`src/rtl/graph_isa_pkg.sv`:
```
// Graph ISA constants shared by the graph-op engines.
// Holds the broadcast opcodes consumed by broadcast_engine and bcast_alu.
package graph_isa_pkg;

    localparam logic [7:0] OP_G_BCAST_ADD = 8'h30;
    localparam logic [7:0] OP_G_BCAST_SUB = 8'h31;
    localparam logic [7:0] OP_G_BCAST_MUL = 8'h32;

    localparam logic signed [17:0] SAT_HI = 18'sd127;
    localparam logic signed [17:0] SAT_LO = -18'sd128;

endpackage

```
`src/rtl/bcast_alu.sv`:
```
// Combinational INT8 elementwise ALU: ADD/SUB/MUL-with-rounding-shift,
// saturated to INT8 with an out-of-range flag. Unknown opcodes copy x.
module bcast_alu
    import graph_isa_pkg::*;
(
    input  logic [7:0] opcode_i,
    input  logic [7:0] x_i,
    input  logic [7:0] s_i,
    input  logic [3:0] shift_i,
    output logic [7:0] result_o,
    output logic       sat_o
);

    logic signed [15:0] x16;
    logic signed [15:0] s16;
    logic signed [15:0] prod;
    logic signed [17:0] prod_w;
    logic signed [17:0] rnd;
    logic signed [17:0] wide;
    logic               pass;

    assign x16    = {{8{x_i[7]}}, x_i};
    assign s16    = {{8{s_i[7]}}, s_i};
    assign prod   = x16 * s16;
    assign prod_w = {{2{prod[15]}}, prod};

    // Rounding term is added in 18 bits so -128*-128 plus bias cannot wrap
    always_comb begin
        rnd = '0;
        if (shift_i != 4'd0) begin
            rnd = 18'sd1 <<< (shift_i - 4'd1);
        end
    end

    always_comb begin
        pass = 1'b0;
        case (opcode_i)
            OP_G_BCAST_ADD: wide = {{10{x_i[7]}}, x_i} + {{10{s_i[7]}}, s_i};
            OP_G_BCAST_SUB: wide = {{10{x_i[7]}}, x_i} - {{10{s_i[7]}}, s_i};
            OP_G_BCAST_MUL: wide = (prod_w + rnd) >>> shift_i;
            default: begin
                wide = {{10{x_i[7]}}, x_i};
                pass = 1'b1;
            end
        endcase
    end

    always_comb begin
        result_o = wide[7:0];
        sat_o    = 1'b0;
        if (!pass && wide > SAT_HI) begin
            result_o = 8'h7F;
            sat_o    = 1'b1;
        end else if (!pass && wide < SAT_LO) begin
            result_o = 8'h80;
            sat_o    = 1'b1;
        end
    end

endmodule

```
`src/rtl/broadcast_engine.sv`:
```
// Per-row scalar broadcast (ADD/SUB/MUL) over an INT8 matrix in SRAM0.
// Define BCAST_SAT_CNT_EN to add the sat_count saturation counter output.
module broadcast_engine
    import graph_isa_pkg::*;
#(
    parameter int SRAM0_AW = 16
) (
    input  logic                clk,
    input  logic                rst,
    input  logic                cmd_valid,
    output logic                cmd_ready,
    input  logic [7:0]          cmd_opcode,
    input  logic [15:0]         cmd_src_base,
    input  logic [15:0]         cmd_scalar_base,
    input  logic [15:0]         cmd_dst_base,
    input  logic [15:0]         cmd_inner_dim,
    input  logic [15:0]         cmd_outer_count,
    input  logic [3:0]          cmd_shift,
    output logic                sram_rd_en,
    output logic [SRAM0_AW-1:0] sram_rd_addr,
    input  logic [7:0]          sram_rd_data,
    output logic                sram_wr_en,
    output logic [SRAM0_AW-1:0] sram_wr_addr,
    output logic [7:0]          sram_wr_data,
    output logic                busy,
    output logic                done
`ifdef BCAST_SAT_CNT_EN
    ,
    output logic [15:0]         sat_count
`endif
);

    typedef enum logic [2:0] {
        BE_IDLE,
        BE_ROW_INIT,
        BE_SCALAR,
        BE_STREAM,
        BE_NEXT_ROW,
        BE_DONE
    } be_state_t;

    be_state_t   state_q, state_d;
    logic [7:0]  op_q, op_d;
    logic [15:0] src_q, src_d;
    logic [15:0] scl_q, scl_d;
    logic [15:0] dst_q, dst_d;
    logic [15:0] inner_q, inner_d;
    logic [15:0] outer_q, outer_d;
    logic [3:0]  shift_q, shift_d;
    logic [15:0] row_q, row_d;
    logic [15:0] roff_q, roff_d;
    logic [15:0] k_q, k_d;
    logic [7:0]  s_q, s_d;

    logic [7:0]  alu_res;
    logic        alu_sat;
    logic        more;

    bcast_alu u_alu (
        .opcode_i (op_q),
        .x_i      (sram_rd_data),
        .s_i      (s_q),
        .shift_i  (shift_q),
        .result_o (alu_res),
        .sat_o    (alu_sat)
    );

    assign more = ({1'b0, k_q} + 17'd1) < {1'b0, inner_q};

    always_comb begin
        state_d      = state_q;
        op_d         = op_q;
        src_d        = src_q;
        scl_d        = scl_q;
        dst_d        = dst_q;
        inner_d      = inner_q;
        outer_d      = outer_q;
        shift_d      = shift_q;
        row_d        = row_q;
        roff_d       = roff_q;
        k_d          = k_q;
        s_d          = s_q;
        cmd_ready    = 1'b0;
        busy         = 1'b1;
        done         = 1'b0;
        sram_rd_en   = 1'b0;
        sram_rd_addr = '0;
        sram_wr_en   = 1'b0;
        sram_wr_addr = '0;
        sram_wr_data = '0;
        case (state_q)
            BE_IDLE: begin
                cmd_ready = 1'b1;
                busy      = 1'b0;
                if (cmd_valid) begin
                    op_d    = cmd_opcode;
                    src_d   = cmd_src_base;
                    scl_d   = cmd_scalar_base;
                    dst_d   = cmd_dst_base;
                    inner_d = cmd_inner_dim;
                    outer_d = cmd_outer_count;
                    shift_d = cmd_shift;
                    row_d   = '0;
                    roff_d  = '0;
                    k_d     = '0;
                    if (cmd_inner_dim == '0 || cmd_outer_count == '0) begin
                        state_d = BE_DONE;
                    end else begin
                        state_d = BE_ROW_INIT;
                    end
                end
            end
            BE_ROW_INIT: begin
                sram_rd_en   = 1'b1;
                sram_rd_addr = SRAM0_AW'(scl_q + row_q);
                state_d      = BE_SCALAR;
            end
            BE_SCALAR: begin
                s_d          = sram_rd_data;
                sram_rd_en   = 1'b1;
                sram_rd_addr = SRAM0_AW'(src_q + roff_q);
                k_d          = '0;
                state_d      = BE_STREAM;
            end
            BE_STREAM: begin
                // Write k and read k+1 together; k+1 is never an earlier write
                sram_wr_en   = 1'b1;
                sram_wr_addr = SRAM0_AW'(dst_q + roff_q + k_q);
                sram_wr_data = alu_res;
                if (more) begin
                    sram_rd_en   = 1'b1;
                    sram_rd_addr = SRAM0_AW'(src_q + roff_q + k_q + 16'd1);
                    k_d          = k_q + 16'd1;
                end else begin
                    state_d = BE_NEXT_ROW;
                end
            end
            BE_NEXT_ROW: begin
                row_d  = row_q + 16'd1;
                roff_d = roff_q + inner_q;
                if (row_q == outer_q - 16'd1) begin
                    state_d = BE_DONE;
                end else begin
                    state_d = BE_ROW_INIT;
                end
            end
            BE_DONE: begin
                done    = 1'b1;
                state_d = BE_IDLE;
            end
            default: state_d = BE_IDLE;
        endcase
    end

    always_ff @(posedge clk) begin
        if (rst) begin
            state_q <= BE_IDLE;
            op_q    <= '0;
            src_q   <= '0;
            scl_q   <= '0;
            dst_q   <= '0;
            inner_q <= '0;
            outer_q <= '0;
            shift_q <= '0;
            row_q   <= '0;
            roff_q  <= '0;
            k_q     <= '0;
            s_q     <= '0;
        end else begin
            state_q <= state_d;
            op_q    <= op_d;
            src_q   <= src_d;
            scl_q   <= scl_d;
            dst_q   <= dst_d;
            inner_q <= inner_d;
            outer_q <= outer_d;
            shift_q <= shift_d;
            row_q   <= row_d;
            roff_q  <= roff_d;
            k_q     <= k_d;
            s_q     <= s_d;
        end
    end

`ifdef BCAST_SAT_CNT_EN
    logic [15:0] sat_cnt_q, sat_cnt_d;

    always_comb begin
        sat_cnt_d = sat_cnt_q;
        if (state_q == BE_IDLE && cmd_valid) begin
            sat_cnt_d = '0;
        end else if (state_q == BE_STREAM && alu_sat
                     && sat_cnt_q != 16'hFFFF) begin
            sat_cnt_d = sat_cnt_q + 16'd1;
        end
    end

    always_ff @(posedge clk) begin
        if (rst) begin
            sat_cnt_q <= '0;
        end else begin
            sat_cnt_q <= sat_cnt_d;
        end
    end

    assign sat_count = sat_cnt_q;
`endif

endmodule

```
`config.mk`:
```
export PLATFORM = sky130hd
export DESIGN_NAME = broadcast_engine
export DESIGN_NICKNAME = d
export VERILOG_FILES = /design/src/rtl/graph_isa_pkg.sv /design/src/rtl/bcast_alu.sv /design/src/rtl/broadcast_engine.sv
export SDC_FILE = /design/constraint.sdc
export NUM_CORES = 1
export LEC_CHECK = 0
export ABC_AREA = 1
export CELL_PAD_IN_SITES_DETAIL_PLACEMENT = 0
export CELL_PAD_IN_SITES_GLOBAL_PLACEMENT = 2
export CORE_UTILIZATION = 34
export CTS_BUF_LIST = sky130_fd_sc_hd__clkbuf_16
export DETAILED_ROUTE_END_ITERATION = 6
export HOLD_SLACK_MARGIN = 0.06
export PLACE_DENSITY = 0.9
export SETUP_SLACK_MARGIN = 0.2
export SLEW_MARGIN = 20
export SYNTH_ARGS = -nofsm -noshare
export SYNTH_HDL_FRONTEND = slang
export SYNTH_SLANG_ARGS = --single-unit
```
`constraint.sdc`:
```
create_clock -name clk -period 10.2 [get_ports clk]
set_input_delay 1.53 -clock clk [delete_from_list [all_inputs] [get_ports clk]]
set_output_delay 1.53 -clock clk [all_outputs]
set_load 0.005 [all_outputs]
```
==> results of run 1 <==
==> cell usage after synthesis (10+ instances only) <==
cell type | number | share of area [%]
nand3_1 | 118 | 3.7
inv_1 | 344 | 8.0
fa_1 | 101 | 13
clkbuf_1 | 63 | 1.5
nor3_1 | 28 | 0.87
nand3_2 | 14 | 0.87
nor2_1 | 238 | 5.5
nor2_2 | 10 | 0.39
nand2_1 | 481 | 11
xnor2_1 | 20 | 1.1
o211ai_1 | 12 | 0.56
ha_1 | 152 | 12
dfxtp_1 | 151 | 19
inv_2 | 16 | 0.37
nand4_1 | 18 | 0.70
nand2_2 | 21 | 0.81
o221ai_1 | 11 | 0.60
a21oi_1 | 208 | 6.4
buf_2 | 10 | 0.31
xor2_1 | 57 | 3.1
o21ai_0 | 168 | 5.2
or2_2 | 16 | 0.62
nor4_1 | 13 | 0.50
==> worst min-delay path: stages (launching register included) <==
cell and delay, ns:
dfxtp_1 0.31, inv_2 0.05, a21oi_1 0.05
==> metrics by stage <==
stage	instance area (sq um)	hold WS (ns)	std cells
global route	18900	0.491	3088
detailed placement	18200	0.458	3056
floorplan	16200	0.433	2361
global placement	18200	0.449	3056
CTS	18900	0.469	3088
finish	18900	0.462	3089
==> sequential cells by signal (all words and copies together), names as in the netlist <==
name     count
src_q       16
s_q          8
dst_q       16
inner_q     16
outer_q     16
shift_q      4
scl_q       16
k_q         16
op_q         8
state_q      3
row_q       16
roff_q      16
==> report_power, final <==
group	internal, mW	switching, mW
Sequential	0.645	0.0606
Combinational	0.452	0.796
Clock	0.435	0.290
Total	1.53	1.15
==> metal layers <==
metal / global-route usage [%] / routed length (um) / share of wire, %
met1: 29.7 / 24800 / 47
met2: 37.6 / 24700 / 47
met3: 3.34 / 2210 / 4.2
met4: 5.22 / 761 / 1.4
met5: 0 / 0 / 0
==> area by class of cell <==
type,instances,area (sq um),area share [%]
diodes,1,2.50,0.0133
clock buffers,17,425,2.25
clock inverters,15,226,1.20
inverters,362,1360,7.21
multi-input cells,1772,11500,60.8
flip-flops and latches,151,3020,16.0
well taps,607,759,4.02
repair buffers,164,1600,8.48
==> timing repair <==
item / CTS / global route
resized for setup: 0 / 3
endpoints found under the setup margin: 0 / 7
hold buffers: 0 / 0
==> final timing paths <==
kind	slack [ns]	cells after the start	startpoint	end
min reg2reg	0.46	2	op_q[7]$_SDFFE_PP0P_	op_q[7]$_SDFFE_PP0P_
min	0.46	2	op_q[7]$_SDFFE_PP0P_	op_q[7]$_SDFFE_PP0P_
max	0.75	32	sram_rd_data[3]	sram_wr_data[3]
max reg2reg	5.59	24	k_q[1]$_SDFFE_PP0P_	k_q[4]$_SDFFE_PP0P_
==> cell families after synthesis <==
logic type	Yosys count	share of synthesized area, %
xor+xnor	77	4.17
compound gates	463	16.0
buf+inv	438	10.3
fa+ha+maj	253	24.3
flops	151	18.7
simple gates	978	26.4
other cells	1	0.0232
==> qor.yml, run 1 <==
outcome: "finished with violations"
violations: "design-rule violations"
track_usage_pct: 22.3
path_buf_inv: 5
final_common_cell: "nand2_1"
synth_cell_type_count: 59
finalCritPeriodShare_pct: 92.6
drv_cap: 0
cp.required_ns: 8.67
antenna_found_initial: 1
p_per_area_mw_per_mm2: 142
avgSynthCellArea_sq_um: 6.84
start_util_pct: 34.6
n_fill_cell: 5012
fin_nets: 2824
synth_edf_count: 0
area_delta_synth_final_pct: 16.9
via_per_inst: 5.04
clockRootBuffer: "clkbuf_16"
dp_hpwl_mm: 42.9
p_leak_nw: 8.79
worstMarginPinSlew_ns: 1.06
max_slew_margin_pct: 29.7
cp_top_family: "adder cells"
ys.flop_type: "dfxtp_1"
drive_gt1_share_pct: 6.13
max_stage_delay_ns: 0.70
clock_path_buffers: 2
post_cts_buffers: 0
rsz0062_at_grt: "no"
grt_pass1_wl_mm: 83.1
dieArea_sq_mm: 0.0484
slew_viol_final: 0
clock.fmax_ghz: 0.106
postSynthCellCount: 2361
cp_common_cell: "nand2_1"
cts_sinks: 151
worstSetupEndpointType: "output port"
worst-path-max-fanout: 9
gp_congestion: 0.893
syn-num-nets: 2717
portBuffers: 147
drt-pass1-iter-count: 7
grt_max_degree: 86
period_minus_slack_ns: 9.45
drtIter0Drc: 1052
wirelength_mm: 52.5
finalSetupViolCount: 0
arrival_ns: 7.92
syn_area_sq_mm: 0.0162
slowest_stage: "clkdlybuf4s50_1"
seq_area_frac_synth_pct: 18.7
final_util_pct: 40.4
core_area_sq_mm: 0.0468
grt_overflow: 0
drc: 12
wl_per_cell_um: 17.0
cts_made_buffers: 17
finalHoldViolations: 0
fin_tns_setup_ns: 0
cts_tree: "yes"
startpoint_type: "primary input"
clock_latency_ns: 0.47
ys.warnings.count: 0
rows: 79
io_pins: 148
hold_path_class: "flop to flop"
ant_nets: 0
fin_ws_ns: 0.752
die-width_um: 220
ys_ff_latch: 151
power_mw: 2.68
grt_pass1_vias: 15400
layout_common_cells: "nand2_1, inv_1, nor2_1"
clk_pin_slew_ns: 0.07
fin_skew_ns: 0.0195
die_y_um: 220
htreeDepth: 4
peakVddDrop_uv: 98.6
pre_cts_slack_ns: 0.553
path_class: "primary input to output port"
async_flop_share_pct: 0
vias: 15600
(Power assumes the default switching activity.)
==> run 2: changes to the inputs <==
- TNS_END_PERCENT: default -> 50
==> results of run 2 <==
The final DEF is identical to that of run 1; final timing and power are the same.
